**config.mk**
```make
export PLATFORM = sky130hd
export DESIGN_NAME = dm_store_buffer_flat
export DESIGN_NICKNAME = d
export VERILOG_FILES = /design/src/rtl/dm_pkg.sv /design/src/rtl/dm_store_buffer_if.sv /design/src/rtl/dm_lane_ext.sv /design/src/rtl/dm_store_buffer.sv /design/src/flat_wrapper.sv
export SDC_FILE = /design/constraint.sdc
export NUM_CORES = 1
export LEC_CHECK = 0
export ABC_AREA = 1
export BUFFER_PORTS_ARGS = -buffer_cell sky130_fd_sc_hd__buf_2
export CORE_AREA = 2 2 125 127
export DETAILED_ROUTE_END_ITERATION = 8
export DIE_AREA = 0 0 127 129
export PLACE_DENSITY = 0.73
export SYNTH_ARGS = -nofsm -noshare
export SYNTH_HDL_FRONTEND = slang
export SYNTH_SLANG_ARGS = --single-unit
export TNS_END_PERCENT = 20
```
**constraint.sdc**
```tcl
create_clock -name clk -period 2.93 [get_ports clk]
set_clock_uncertainty 0.05 [all_clocks]
set_input_delay 0.1465 -clock clk [delete_from_list [all_inputs] [get_ports clk]]
set_output_delay 0.1465 -clock clk [all_outputs]
set_load 0.01 [all_outputs]
```
**src/rtl/dm_pkg.sv**
```systemverilog
// Shared types for the data-memory store buffer: access-type encodings, byte-enable type,
// the buffered store record and the store lane-mapping helpers.
package dm_pkg;

    typedef enum logic [2:0] {
        DM_WORD   = 3'b000,
        DM_HALF   = 3'b001,
        DM_HALF_U = 3'b010,
        DM_BYTE   = 3'b011,
        DM_BYTE_U = 3'b100
    } dm_type_e;

    localparam int unsigned BE_W   = 4;
    localparam int unsigned WA_MAX = 30;

    typedef logic [BE_W-1:0] be_t;

    // Word address is held at full width; the top module compares only its own AW-2 bits
    typedef struct packed {
        logic [WA_MAX-1:0] waddr;
        logic [31:0]       data;
        be_t               be;
    } sb_entry_t;

    function automatic be_t store_be(input logic [2:0] t, input logic [1:0] a);
        case (t)
            DM_HALF, DM_HALF_U: return a[1] ? 4'b1100 : 4'b0011;
            DM_BYTE, DM_BYTE_U: return 4'b0001 << a;
            default:            return '1;
        endcase
    endfunction

    function automatic logic [31:0] store_data(input logic [2:0] t, input logic [31:0] d);
        case (t)
            DM_HALF, DM_HALF_U: return {2{d[15:0]}};
            DM_BYTE, DM_BYTE_U: return {4{d[7:0]}};
            default:            return d;
        endcase
    endfunction

endpackage

```
**src/rtl/dm_store_buffer_if.sv**
```systemverilog
// Backing-memory side of the store buffer: write-drain handshake and asynchronous read port.
interface dm_store_buffer_if #(
    parameter int unsigned AW = 12
);
    logic          m_wr_req;
    logic [AW-3:0] m_wr_addr;
    logic [31:0]   m_wr_data;
    logic [3:0]    m_wr_be;
    logic          m_wr_ack;
    logic [AW-3:0] m_rd_addr;
    logic [31:0]   m_rd_data;

    modport master (
        output m_wr_req, m_wr_addr, m_wr_data, m_wr_be, m_rd_addr,
        input  m_wr_ack, m_rd_data
    );

    modport slave (
        input  m_wr_req, m_wr_addr, m_wr_data, m_wr_be, m_rd_addr,
        output m_wr_ack, m_rd_data
    );
endinterface

```
**src/rtl/dm_lane_ext.sv**
```systemverilog
// Load lane select and sign/zero extension for word, half and byte access types.
module dm_lane_ext
    import dm_pkg::*;
(
    input  logic [31:0] word_i,
    input  logic [2:0]  dm_type_i,
    input  logic [1:0]  addr_lo_i,
    output logic [31:0] data_o
);
    logic [7:0]  byte_sel;
    logic [15:0] half_sel;

    always_comb begin
        byte_sel = word_i[8*addr_lo_i +: 8];
        half_sel = addr_lo_i[1] ? word_i[31:16] : word_i[15:0];
        case (dm_type_i)
            DM_HALF:   data_o = {{16{half_sel[15]}}, half_sel};
            DM_HALF_U: data_o = {16'h0000, half_sel};
            DM_BYTE:   data_o = {{24{byte_sel[7]}}, byte_sel};
            DM_BYTE_U: data_o = {24'h000000, byte_sel};
            default:   data_o = word_i;
        endcase
    end
endmodule

```
**src/rtl/dm_store_buffer.sv**
```systemverilog
// FIFO store buffer between the CPU MEM stage and a backing data memory.
// Optional build macro STORE_FWD_EN: loads merge pending stores instead of stalling on a hit.
module dm_store_buffer
    import dm_pkg::*;
#(
    parameter int unsigned DEPTH = 2,
    parameter int unsigned AW    = 12
) (
    input  logic              clk,
    input  logic              rst,
    input  logic              mem_w,
    input  logic              MemRead,
    input  logic [31:0]       Addr_in,
    input  logic [31:0]       Data_in,
    input  logic [2:0]        DMType,
    output logic [31:0]       Data_out,
    output logic              stall_o,
    output logic              misalign_o,
    output logic              empty_o,
    dm_store_buffer_if.master mem
);
    localparam int unsigned PW = (DEPTH > 1) ? $clog2(DEPTH) : 1;
    localparam int unsigned CW = $clog2(DEPTH + 1);

    sb_entry_t     ent_q [DEPTH];
    sb_entry_t     ent_d [DEPTH];
    logic [PW-1:0] head_q, head_d;
    logic [PW-1:0] tail_q, tail_d;
    logic [CW-1:0] count_q, count_d;

    logic [WA_MAX-1:0] wa;
    logic              full;
    logic              hit;
    logic              push;
    logic              pop;
    logic              load_en;
    logic [31:0]       merged;
    logic [31:0]       ext_in;
    logic [31:0]       ext_out;
    logic              unused_addr_hi;
    int unsigned       idx;

    assign unused_addr_hi = ^Addr_in[31:AW];
    assign wa             = WA_MAX'(Addr_in[AW-1:2]);

    function automatic logic [PW-1:0] ptr_inc(input logic [PW-1:0] p);
        return (32'(p) == DEPTH - 1) ? '0 : p + 1'b1;
    endfunction

    always_comb begin
        full       = (32'(count_q) == DEPTH);
        empty_o    = (count_q == '0);
        misalign_o = (mem_w | MemRead) &
                     (((DMType == DM_WORD) && (Addr_in[1:0] != 2'b00)) ||
                      (((DMType == DM_HALF) || (DMType == DM_HALF_U)) && Addr_in[0]));

        // Walk occupied slots oldest to newest so younger stores win per byte
        hit    = 1'b0;
        merged = mem.m_rd_data;
        idx    = 0;
        for (int unsigned k = 0; k < DEPTH; k++) begin
            idx = 32'(head_q) + k;
            if (idx >= DEPTH) idx = idx - DEPTH;
            if ((k < 32'(count_q)) && (ent_q[PW'(idx)].waddr == wa)) begin
                hit = 1'b1;
                for (int unsigned b = 0; b < BE_W; b++) begin
                    if (ent_q[PW'(idx)].be[b]) merged[8*b +: 8] = ent_q[PW'(idx)].data[8*b +: 8];
                end
            end
        end

`ifdef STORE_FWD_EN
        stall_o = mem_w & full;
        ext_in  = merged;
`else
        stall_o = (mem_w & full) | (MemRead & ~mem_w & hit);
        ext_in  = mem.m_rd_data;
`endif

        load_en = MemRead & ~mem_w & ~misalign_o;
        push    = mem_w & ~misalign_o & ~full;
        pop     = ~empty_o & mem.m_wr_ack;
    end

`ifdef STORE_FWD_EN
    logic unused_hit;
    assign unused_hit = hit;
`else
    logic unused_merged;
    assign unused_merged = ^merged;
`endif

    always_comb begin
        ent_d   = ent_q;
        head_d  = head_q;
        tail_d  = tail_q;
        count_d = count_q;
        if (push) begin
            ent_d[tail_q] = '{waddr: wa,
                              data:  store_data(DMType, Data_in),
                              be:    store_be(DMType, Addr_in[1:0])};
            tail_d = ptr_inc(tail_q);
        end
        if (pop) head_d = ptr_inc(head_q);
        case ({push, pop})
            2'b10:   count_d = count_q + 1'b1;
            2'b01:   count_d = count_q - 1'b1;
            default: count_d = count_q;
        endcase
    end

    always_ff @(posedge clk or negedge rst) begin
        if (!rst) begin
            ent_q   <= '{default: '0};
            head_q  <= '0;
            tail_q  <= '0;
            count_q <= '0;
        end else begin
            ent_q   <= ent_d;
            head_q  <= head_d;
            tail_q  <= tail_d;
            count_q <= count_d;
        end
    end

    dm_lane_ext u_lane_ext (
        .word_i    (ext_in),
        .dm_type_i (DMType),
        .addr_lo_i (Addr_in[1:0]),
        .data_o    (ext_out)
    );

    assign Data_out      = load_en ? ext_out : '0;
    assign mem.m_wr_req  = ~empty_o;
    assign mem.m_wr_addr = ent_q[head_q].waddr[AW-3:0];
    assign mem.m_wr_data = ent_q[head_q].data;
    assign mem.m_wr_be   = ent_q[head_q].be;
    assign mem.m_rd_addr = Addr_in[AW-1:2];
endmodule

```
**src/flat_wrapper.sv**
```systemverilog
// flat-port wrapper written by rule: the top's interface ports become plain ports
module dm_store_buffer_flat import dm_pkg::*;
#(
    parameter int unsigned DEPTH = 2,
    parameter int unsigned AW    = 12
)
  (clk, rst, mem_w, MemRead, Addr_in, Data_in, DMType, Data_out, stall_o, misalign_o, empty_o, mem_m_wr_req, mem_m_wr_addr, mem_m_wr_data, mem_m_wr_be, mem_m_rd_addr, mem_m_wr_ack, mem_m_rd_data);
  dm_store_buffer_if #(.AW(AW)) mem_i ();
  input  logic clk;
  input  logic rst;
  input  logic mem_w;
  input  logic MemRead;
  input  logic [31:0] Addr_in;
  input  logic [31:0] Data_in;
  input  logic [2:0] DMType;
  output logic [31:0] Data_out;
  output logic stall_o;
  output logic misalign_o;
  output logic empty_o;
  output wire logic [$bits(mem_i.m_wr_req)-1:0] mem_m_wr_req;
  output wire logic [$bits(mem_i.m_wr_addr)-1:0] mem_m_wr_addr;
  output wire logic [$bits(mem_i.m_wr_data)-1:0] mem_m_wr_data;
  output wire logic [$bits(mem_i.m_wr_be)-1:0] mem_m_wr_be;
  output wire logic [$bits(mem_i.m_rd_addr)-1:0] mem_m_rd_addr;
  input wire logic [$bits(mem_i.m_wr_ack)-1:0] mem_m_wr_ack;
  input wire logic [$bits(mem_i.m_rd_data)-1:0] mem_m_rd_data;
  assign mem_m_wr_req = mem_i.m_wr_req;
  assign mem_m_wr_addr = mem_i.m_wr_addr;
  assign mem_m_wr_data = mem_i.m_wr_data;
  assign mem_m_wr_be = mem_i.m_wr_be;
  assign mem_m_rd_addr = mem_i.m_rd_addr;
  assign mem_i.m_wr_ack = mem_m_wr_ack;
  assign mem_i.m_rd_data = mem_m_rd_data;
  dm_store_buffer #(.DEPTH(DEPTH), .AW(AW)) u_core (.clk(clk), .rst(rst), .mem_w(mem_w), .MemRead(MemRead), .Addr_in(Addr_in), .Data_in(Data_in), .DMType(DMType), .Data_out(Data_out), .stall_o(stall_o), .misalign_o(misalign_o), .empty_o(empty_o), .mem(mem_i));
endmodule
```
Yosys cells after proc, flatten, opt, wreduce, memory -nomap -nowiden
Index checks and enable logic that the tools add are counted.
{ "totals": {"word_cells": 94, "output_inout_bits": 92, "in_bits": 104, "reg_bits": 136} }
{ "classes": {"n_eq_ne": 9, "n_lt_le_gt_ge": 9, "n_mux": 27, "n_addsub": 7, "shifts": 2, "reduce_logical": 13, "bitwise": 18} }
{ "ops": {"columns": ["cell", "count"], "rows": [
  ["$mux 66", 7],
  ["$mux 46", 3],
  ["$bwmux 132", 1],
  ["$pmux 32 s4", 1],
  ["$demux 66 s1", 1],
  ["$mux 32", 2],
  ["$pmux 32 s2", 1],
  ["$eq 30x10->1", 2],
  ["$shiftx 32x6->8", 1],
  ["$mux 16", 1],
  ["$ge 2x2->1 const B", 5],
  ["$and 1x1->1", 8],
  ["$mux 4", 2],
  ["$not 1->2", 4],
  ["$pmux 4 s2", 1],
  ["$eq 3x2->1 const B", 2],
  ["$mux 1", 6],
  ["$logic_and 1x1->1", 5],
  ["$eq 2x2->1 const B", 2],
  ["$lt 1x2->1 const A", 2],
  ["$not 1->1", 4],
  ["$pmux 2 s2", 1],
  ["$reduce_bool 2->1", 2],
  ["$reduce_or 2->1", 2],
  ["other kinds (15)", 19]
]} }

Longest topological paths before layout
Gate-level depths: netlist of the first run.
{ "logic_depth": {"ltp_word": 12, "ltp_mapped": 12, "mapped_depth_nobuf": 12} }

Cells and area by module
Synthesis of the first run repeated with hierarchy kept, for this count alone.
{ "hier_totals": {"hier_cells": 976, "hier_area_um2": 6398.6} }
{ "modules_own_cells": {"columns": ["module", "n_inst", "cells_each", "seq_area_each_um2", "area_each_um2"], "rows": [
  ["dm_store_buffer", 1, 757, 2402.3, 5402.7],
  ["dm_lane_ext", 1, 219, 0.0, 996.0]
]} }

Worst setup path after synthesis of the first run
Ideal clock, no wire load.
{ "synth_path": {"kind": "register to output", "startpoint": "register u_core.head_q", "endpoint": "output port stall_o", "arrival_ps": 1479, "path_slack_ps": 1255, "stages_incl_launch_ff": 13, "path_buffers": 1, "t_required_ps": 2734, "cell_sequence": "dfrtp_1 inv_1 clkbuf_1 nand2_1 nand2_1 nand2_1 nand2_1 nand2_1 nor2_1 nand3_1 nand2_1 nand2_1 nand2_1"} }
{ "synth_between": {"elab_chain_len": 12, "elab_cells_between_ends": 23, "classes_between": "add/sub: 3; order compare: 2; eq/ne: 2; mux: 10; bitwise: 4; reduce/logical: 2"} }
{ "synth_rtl": {"columns": ["item", "line", "rtl"], "rows": [
  ["from (decl)", "dm_store_buffer.sv:27", "logic [PW-1:0] head_q, head_d;"],
  ["from (signal assigned)", "dm_store_buffer.sv:115", "head_q <= '0;"],
  ["from (signal assigned)", "dm_store_buffer.sv:120", "head_q <= head_d;"],
  ["$add 1x1->2, or another cell as far along", "dm_store_buffer.sv:62", "idx = 32'(head_q) + k;"],
  ["$ge 2x2->1, or another cell as far along", "dm_store_buffer.sv:63", "if (idx >= DEPTH) idx = idx - DEPTH;"],
  ["$mux 1 / $not 1->2 (equally long branches)", "dm_store_buffer.sv:63, dm_store_buffer.sv:64", null],
  ["$not 1->2 (implied by the code) / $mux 66 (equally long branches)", null, null],
  ["$mux 66 (on tied branches)", null, null],
  ["$mux 66", null, null],
  ["$mux 66 / $eq 30x10->1 (equally long branches)", null, null],
  ["$eq 30x10->1 / $logic_and 1x1->1 (equally long branches)", "dm_store_buffer.sv:64", "if ((k < 32'(count_q)) && (ent_q[PW'(idx)].waddr == wa)) begin"],
  ["$logic_and 1x1->1 / $mux 1 (equally long branches)", "dm_store_buffer.sv:64", null],
  ["$mux 1 (*)", "dm_store_buffer.sv:64", null],
  ["$and 1x1->1 (*)", "dm_store_buffer.sv:76", "stall_o = (mem_w & full) | (MemRead & ~mem_w & hit);"],
  ["$or 1x1->1 (*)", "dm_store_buffer.sv:76", null],
  ["to (decl)", "flat_wrapper.sv:17", "output logic stall_o;"]
]} }
Every way passes the cells marked *; elsewhere a longest branch is shown, timed or not. The select of a mux whose other input is x is not followed.

Final worst setup path of the first run
Ends and elaborated chain as after synthesis.

==> results of run 1 <==
[flip-flops by register name, summed over array words and instances, names as in the netlist]
| signal | flops |
|---|---|
| u_core.ent_q | 92 |
| u_core.count_q | 2 |
| u_core.head_q | 1 |
| u_core.tail_q | 1 |
[layout make-up]
cell class                      instances  area [sq um]
Fill cell                            1553          7840
Inverter                              115           432
Antenna cell                            4          10.0
Multi-Input combinational cell        630          2740
Tap cell                              188           235
Timing Repair Buffer                  188           978
Sequential cell                        96          2400
Clock buffer                            9           225
Clock inverter                          6           115
[cells by family after synthesis]
family                     after synthesis  synth area share (%)
adders and majority gates                4                 0.852
buffers and inverters                  167                  12.6
and+or+nand+nor                        450                  29.9
AOI/OAI and AO/OA                      171                  15.1
DFF                                     96                  40.9
xor gates and xnor gates                 5                 0.745
[per-stage QoR]
stage | power [mW] | hold slack, ns | instances
finish | 6.76 | 0.0488 | 1236
global route | 7.39 | 0.0620 | 1232
CTS | 6.85 | 0.0368 | 1232
detailed placement | 5.49 | 0.107 | 1216
global placement | 5.41 | 0.102 | 1216
floorplan | 4.41 | -0.199 | 893
[layer usage]
metal / wire, microns / part of all wire, %
met3: 1180 / 7.1
met1: 7080 / 42
met4: 277 / 1.7
met5: 0 / 0
met2: 8200 / 49
[worst paths after layout]
kind                                    from               end  slack, ns  cells past startpoint
setup / recovery               u_core.head_q           stall_o       0.33                     12
max in group asynchronous                rst  u_core.ent_q[96]       1.85                      3
hold reg to reg             u_core.ent_q[20]  u_core.ent_q[20]       0.42                      2
setup reg to reg           u_core.count_q[0]  u_core.ent_q[96]       1.13                      8
hold / removal                   Data_in[29]  u_core.ent_q[33]       0.05                      3
min in group asynchronous                rst  u_core.ent_q[34]       0.27                      2
[Yosys cell counts, drive strengths merged]
cell	n	area share [%]
nand2	364	23
o21ai	127	11
inv	115	7.3
dfrtp	96	41
nor2	45	2.9
nand3	37	3.2
buf	35	4.1
a21oi	29	2.5
clkbuf	17	1.1
a31oi	7	0.75
o22ai	7	0.75
ha	4	0.85
xor2	3	0.45
nor3	2	0.26
xnor2	2	0.30
nand4	1	0.11
o211ai	1	0.21
or2	1	0.11
[power by group]
group | switching [mW] | internal [mW] | total [mW]
registers | 0.405 | 1.94 | 2.35
clock network | 0.494 | 0.835 | 1.33
logic | 1.95 | 1.13 | 3.09
[critical path, stage by stage (launching register included)]
cell and delay, ns:
dfrtp_2 0.65, inv_1 0.30, buf_4 0.27, nand2_1 0.09, nand2_1 0.06, nand2_1 0.07, nand3_1 0.09, nor2_1 0.14
nand3_1 0.08, nand2_1 0.06, nand2_1 0.04, nand2_1 0.08, buf_2 0.13
[repair_timing]
action | 4_1_cts | 5_1_grt
hold buffers | 1 | 0
resized for setup | 0 | 0
hold endpoints to repair | 38 | 0
==> run metrics, run 1 <==
status=finished clean; routing usage on met2=36.4%; CP startpoint kind=register; antenna-violating nets left=0; Place WS=0.715 ns; Synthesized Nets=roughly 1k; pwr dens=948 mW/mm^2; Num CTS Buffers=9; DR pass1 iterations=5; RSZ-0062 raised after global routing=no; yosys warns=0; placed instance area=a little under 0.007 sq mm; worst skew pair latency=approximately 0.33 ns; CP endpoint kind=primary output; post-detail-place hpwl=about 13000 microns; Min-Delay Path Class=primary input to register; GRT Util Overall=20.5%; Crit path arrival time=~2.4 ns; period utilisation layout=88.8%; Leak=4.26 nW; largest net degree at the start of global routing=52; share of layout cells above drive strength 1=between 20% and 30%; vias=5987; max_slew headroom=58.6%; grt ovf=0; register area share after synthesis=between 40% and 50%; Setup TNS=0 ns; clock buffer depth=2; Hold Fails Final Rpt=0; most frequent cells in the layout=nand2_1, buf_2, inv_1; core area=0.0150 sq mm; Yosys reg bits=96; number of buffers added on ports=around 180; mean area per synthesized cell=around 6.6 sq um; CP Data Required Time=between 2 and 3 ns; initial drt markers=549; Post-Layout Inst Area=0.00714 sq mm; worst vdd ir=between 0.4 and 0.5 mV; synth unique cells=26; global placer's final weighted congestion=0.916; final wirelength=16700 microns; fmax=384 MHz; wire per inst=between 10 and 15 microns; Core Rows=45; Starting Density=39.2%; global-route wire length before repair=around 27000 microns; gr busiest metal=met2; Clock Sinks=96; DRC=0; Setup-failing EPs final=0; worst-path fanout max=24; met1 usage=approximately a quarter; final design utilization=between 40% and 50%; TritonCTS clock tree=done; DIE HEIGHT=~130 microns; fin. max-slew vios=0; H-tree depth reported by CTS=3; synthesized cell area=0.00588 sq mm; Worst-Margin Slew=around 0.62 ns; CTS clk-pin slew, worst paths=about 0.07 ns; layout overhead on the synthesized area=21.5%; Max-Cap Viols=0; Crit Path Class=register to primary output; DIE AREA=0.0164 sq mm; Syn Inst Count=about 900; Post CTS Setup Buffer Count=0; via/cell ratio=a little under 5; vias in the first global route=between 5k and 6k; Period minus WS final=between 2 and 3 ns; Final WS setup=~0.33 ns; Die Wd=127 microns; nets=about 1.1k; commonest non-fill, non-tap cell in the layout=nand2_1; met3 global-route usage=under 10%; Root Driver=clkbuf_16; IO Count=about 200; initial antenna violation count=2
Note: power is estimated with default switching activity, not from simulation.
==> inputs of run 2 (changes only) <==
- CORE_AREA: 2 2 125 127 -> 2 2 143 145
- DIE_AREA: 0 0 127 129 -> 0 0 145 147
- PLACE_DENSITY: 0.73 -> 0.6
==> run 2 against run 1 <==
  * Via count up 0.37%
  * Critical path depth up 1
  * Register-to-register slack worse by 0.20 ns
  * Non-clock buffer count down 1
  * Worst setup slack better by 0.22 ns
==> run metrics, run 2 (same netlist as run 1, synthesis figures left out) <==
Filler cells=2214 (+43%); Placed Cells=1297 (+6.7%); top flop regs=u_core.ent_q: 92 flops, u_core.count_q: 2 flops; commonest non-fill, non-tap cell in the layout=nand2_1; share of layout cells above drive strength 1=20.3% (-0.46 points); CP endpoint kind=primary output; GRT Util Overall=17.2% (-3.3 points); status=finished clean; post-detail-place hpwl=13400 microns (+6.8%); CTS clk-pin slew, worst paths=0.07 ns (about the same); DIE HEIGHT=147 microns (+14%); CP Data Required Time=2.73 ns (about the same); initial drt markers=419 (-24%); Starting Density=29.6% (-9.6 points); fin. max-slew vios=0 (unchanged); TritonCTS clock tree=done; layout overhead on the synthesized area=22.2%; wire per inst=13.8 microns (+1.6%); Crit Path Class=register to primary output; Max-Cap Viols=0 (unchanged); period utilisation layout=81.3% (-7.6 points); Die Wd=145 microns (+14%); IO Count=196 (unchanged); most frequent cells in the layout=nand2_1, buf_2, inv_1; worst-path cell chain=clkinv_1 > buf_4 > nand2_1 > nand2_1 > nand2_1 > nand2_1 > nand3_1 > nor2_1 > nand3_1 > nand2_1 > nand2_1 > nand2_1 > buf_2; worst skew pair latency=0.35 ns (+0.02 ns); worst-path fanout max=35 (+46%); initial antenna violation count=2 (unchanged); slowest stage delay, CP=0.42 ns (-0.23 ns); RSZ-0062 raised after global routing=no; placed instance area=0.00691 sq mm (+2.0%); global-route wire length before repair=29200 microns (+9.0%); H-tree depth reported by CTS=3 (unchanged); CP Buf/Inv Count=3 (unchanged); clock buffer depth=2 (unchanged); total power=6.57 mW (-2.9%); CTS resizes=0 (unchanged); Period minus WS final=2.38 ns (-0.221 ns); Min-Delay Path Class=primary input to register; via/cell ratio=4.57 (-5.6%); global placer's final weighted congestion=0.845 (-7.8%); most frequent CP cell=nand2_1; nets=1147 (-0.087%); fin cells=1314 (+6.3%); Hold Fails Final Rpt=0 (unchanged); core area=0.0198 sq mm (+32%); max_slew headroom=55.9% (-2.7 points); Largest register FFs=92 (unchanged); vias=6009 (+0.37%); Leak=4.23 nW (-0.66%); Crit path arrival time=2.18 ns (-0.23 ns); worst vdd ir=0.292 mV (-28%); fmax=420 MHz (+9.3%); Root Driver=clkbuf_16; vias in the first global route=5708 (+1.8%); DRC=0 (unchanged); grt ovf=0 (unchanged); number of buffers added on ports=175 (unchanged); antenna-violating nets left=0 (unchanged); Num CTS Buffers=9 (unchanged); DR pass1 iterations=5 (unchanged); Setup TNS=0 ns (unchanged); Slowest-stage cell, CP=dfrtp_2; Clock Sinks=96 (unchanged); CP startpoint kind=register; Post-Layout Inst Area=0.00718 sq mm (+0.61%); final wirelength=18100 microns (+8.0%); Top reg by flops=u_core.ent_q; pwr dens=915 mW/mm^2 (-3.5%); DIE AREA=0.0213 sq mm (+30%); Worst-Margin Slew=0.661 ns (+0.0420 ns); Setup-failing EPs final=0 (unchanged); cell family with most CP delay=simple AND/OR/NAND/NOR gates; Core Rows=52 (+16%); largest net degree at the start of global routing=51 (-1.9%)
==> run 2: changes by cell type in the layout (fill, tap and decap cells not counted), sizes merged <==
cell,previous run,this run
diode,4,1
buf,187,186
clkinvlp,1,0
clkbuf,9,14
clkinv,0,2
bufinv,3,0
inv,117,114
==> run 2: where the power goes <==
group	total (mW)	internal [mW]	switching (mW)
Combinational	3.19	1.16	2.02
Clock	1.08	0.595	0.488
Sequential	2.30	1.94	0.356
==> run 2: layout make-up <==
type / instances / area [sq um] / area share, %
Sequential cell: 96 / 2400 / 33.5
Clock inverter: 1 / 5.00 / 0.0697
Timing Repair Buffer: 187 / 1010 / 14.0
Multi-Input combinational cell: 630 / 2740 / 38.1
Inverter: 115 / 432 / 6.01
Tap cell: 270 / 338 / 4.70
Antenna cell: 1 / 2.50 / 0.0348
Clock buffer: 14 / 254 / 3.54
==> run 2: per-stage QoR <==
| stage | hold slack [ns] | util, % | setup WS (ns) |
|---|---|---|---|
| floorplan | -0.199 | - | 1.25 |
| global placement | 0.166 | 34.8 | 0.815 |
| detailed placement | 0.174 | 34.8 | 0.799 |
| CTS | 0.0317 | 36.2 | 0.506 |
| global route | 0.0559 | 36.2 | 0.319 |
| finish | 0.0443 | 36.2 | 0.549 |
==> run 2: worst reg2reg max path, stage by stage, from the launching register on <==
cell and delay (ns):
dfrtp_1 0.39, inv_1 0.07, ha_1 0.23, nor3_2 0.15
buf_4 0.22, nand2_2 0.31, buf_12 0.30, nand2_1 0.08
o21ai_0 0.07
==> run 2: path summary, 6_finish.rpt <==
check,cells past startpoint,endpoint,start,slack [ns]
max,13,stall_o,u_core.head_q,0.55
max in group asynchronous,3,u_core.ent_q[89],rst,1.80
min in group asynchronous,2,u_core.ent_q[81],rst,0.33
min,3,u_core.head_q,mem_m_wr_ack,0.04
max reg2reg,8,u_core.ent_q[72],u_core.count_q[0],0.93
min reg2reg,2,u_core.ent_q[26],u_core.ent_q[26],0.42
==> run 2: per-layer routing <==
| metal | global-route usage, % | wire length, microns | up-vias |
|---|---|---|---|
| met5 | 0 | 0 | - |
| met4 | 6.09 | 336 | 0 |
| met3 | 3.51 | 1210 | 22 |
| met2 | 29.1 | 8530 | 211 |
| met1 | 21.9 | 8000 | 2710 |
| li1 | - | - | 3066 |
==> run 2: what timing repair did <==
action / in CTS / in global routing
hold buffers: 1 / 0
setup buffers: 0 / 0
endpoints found under the hold margin: 46 / 0
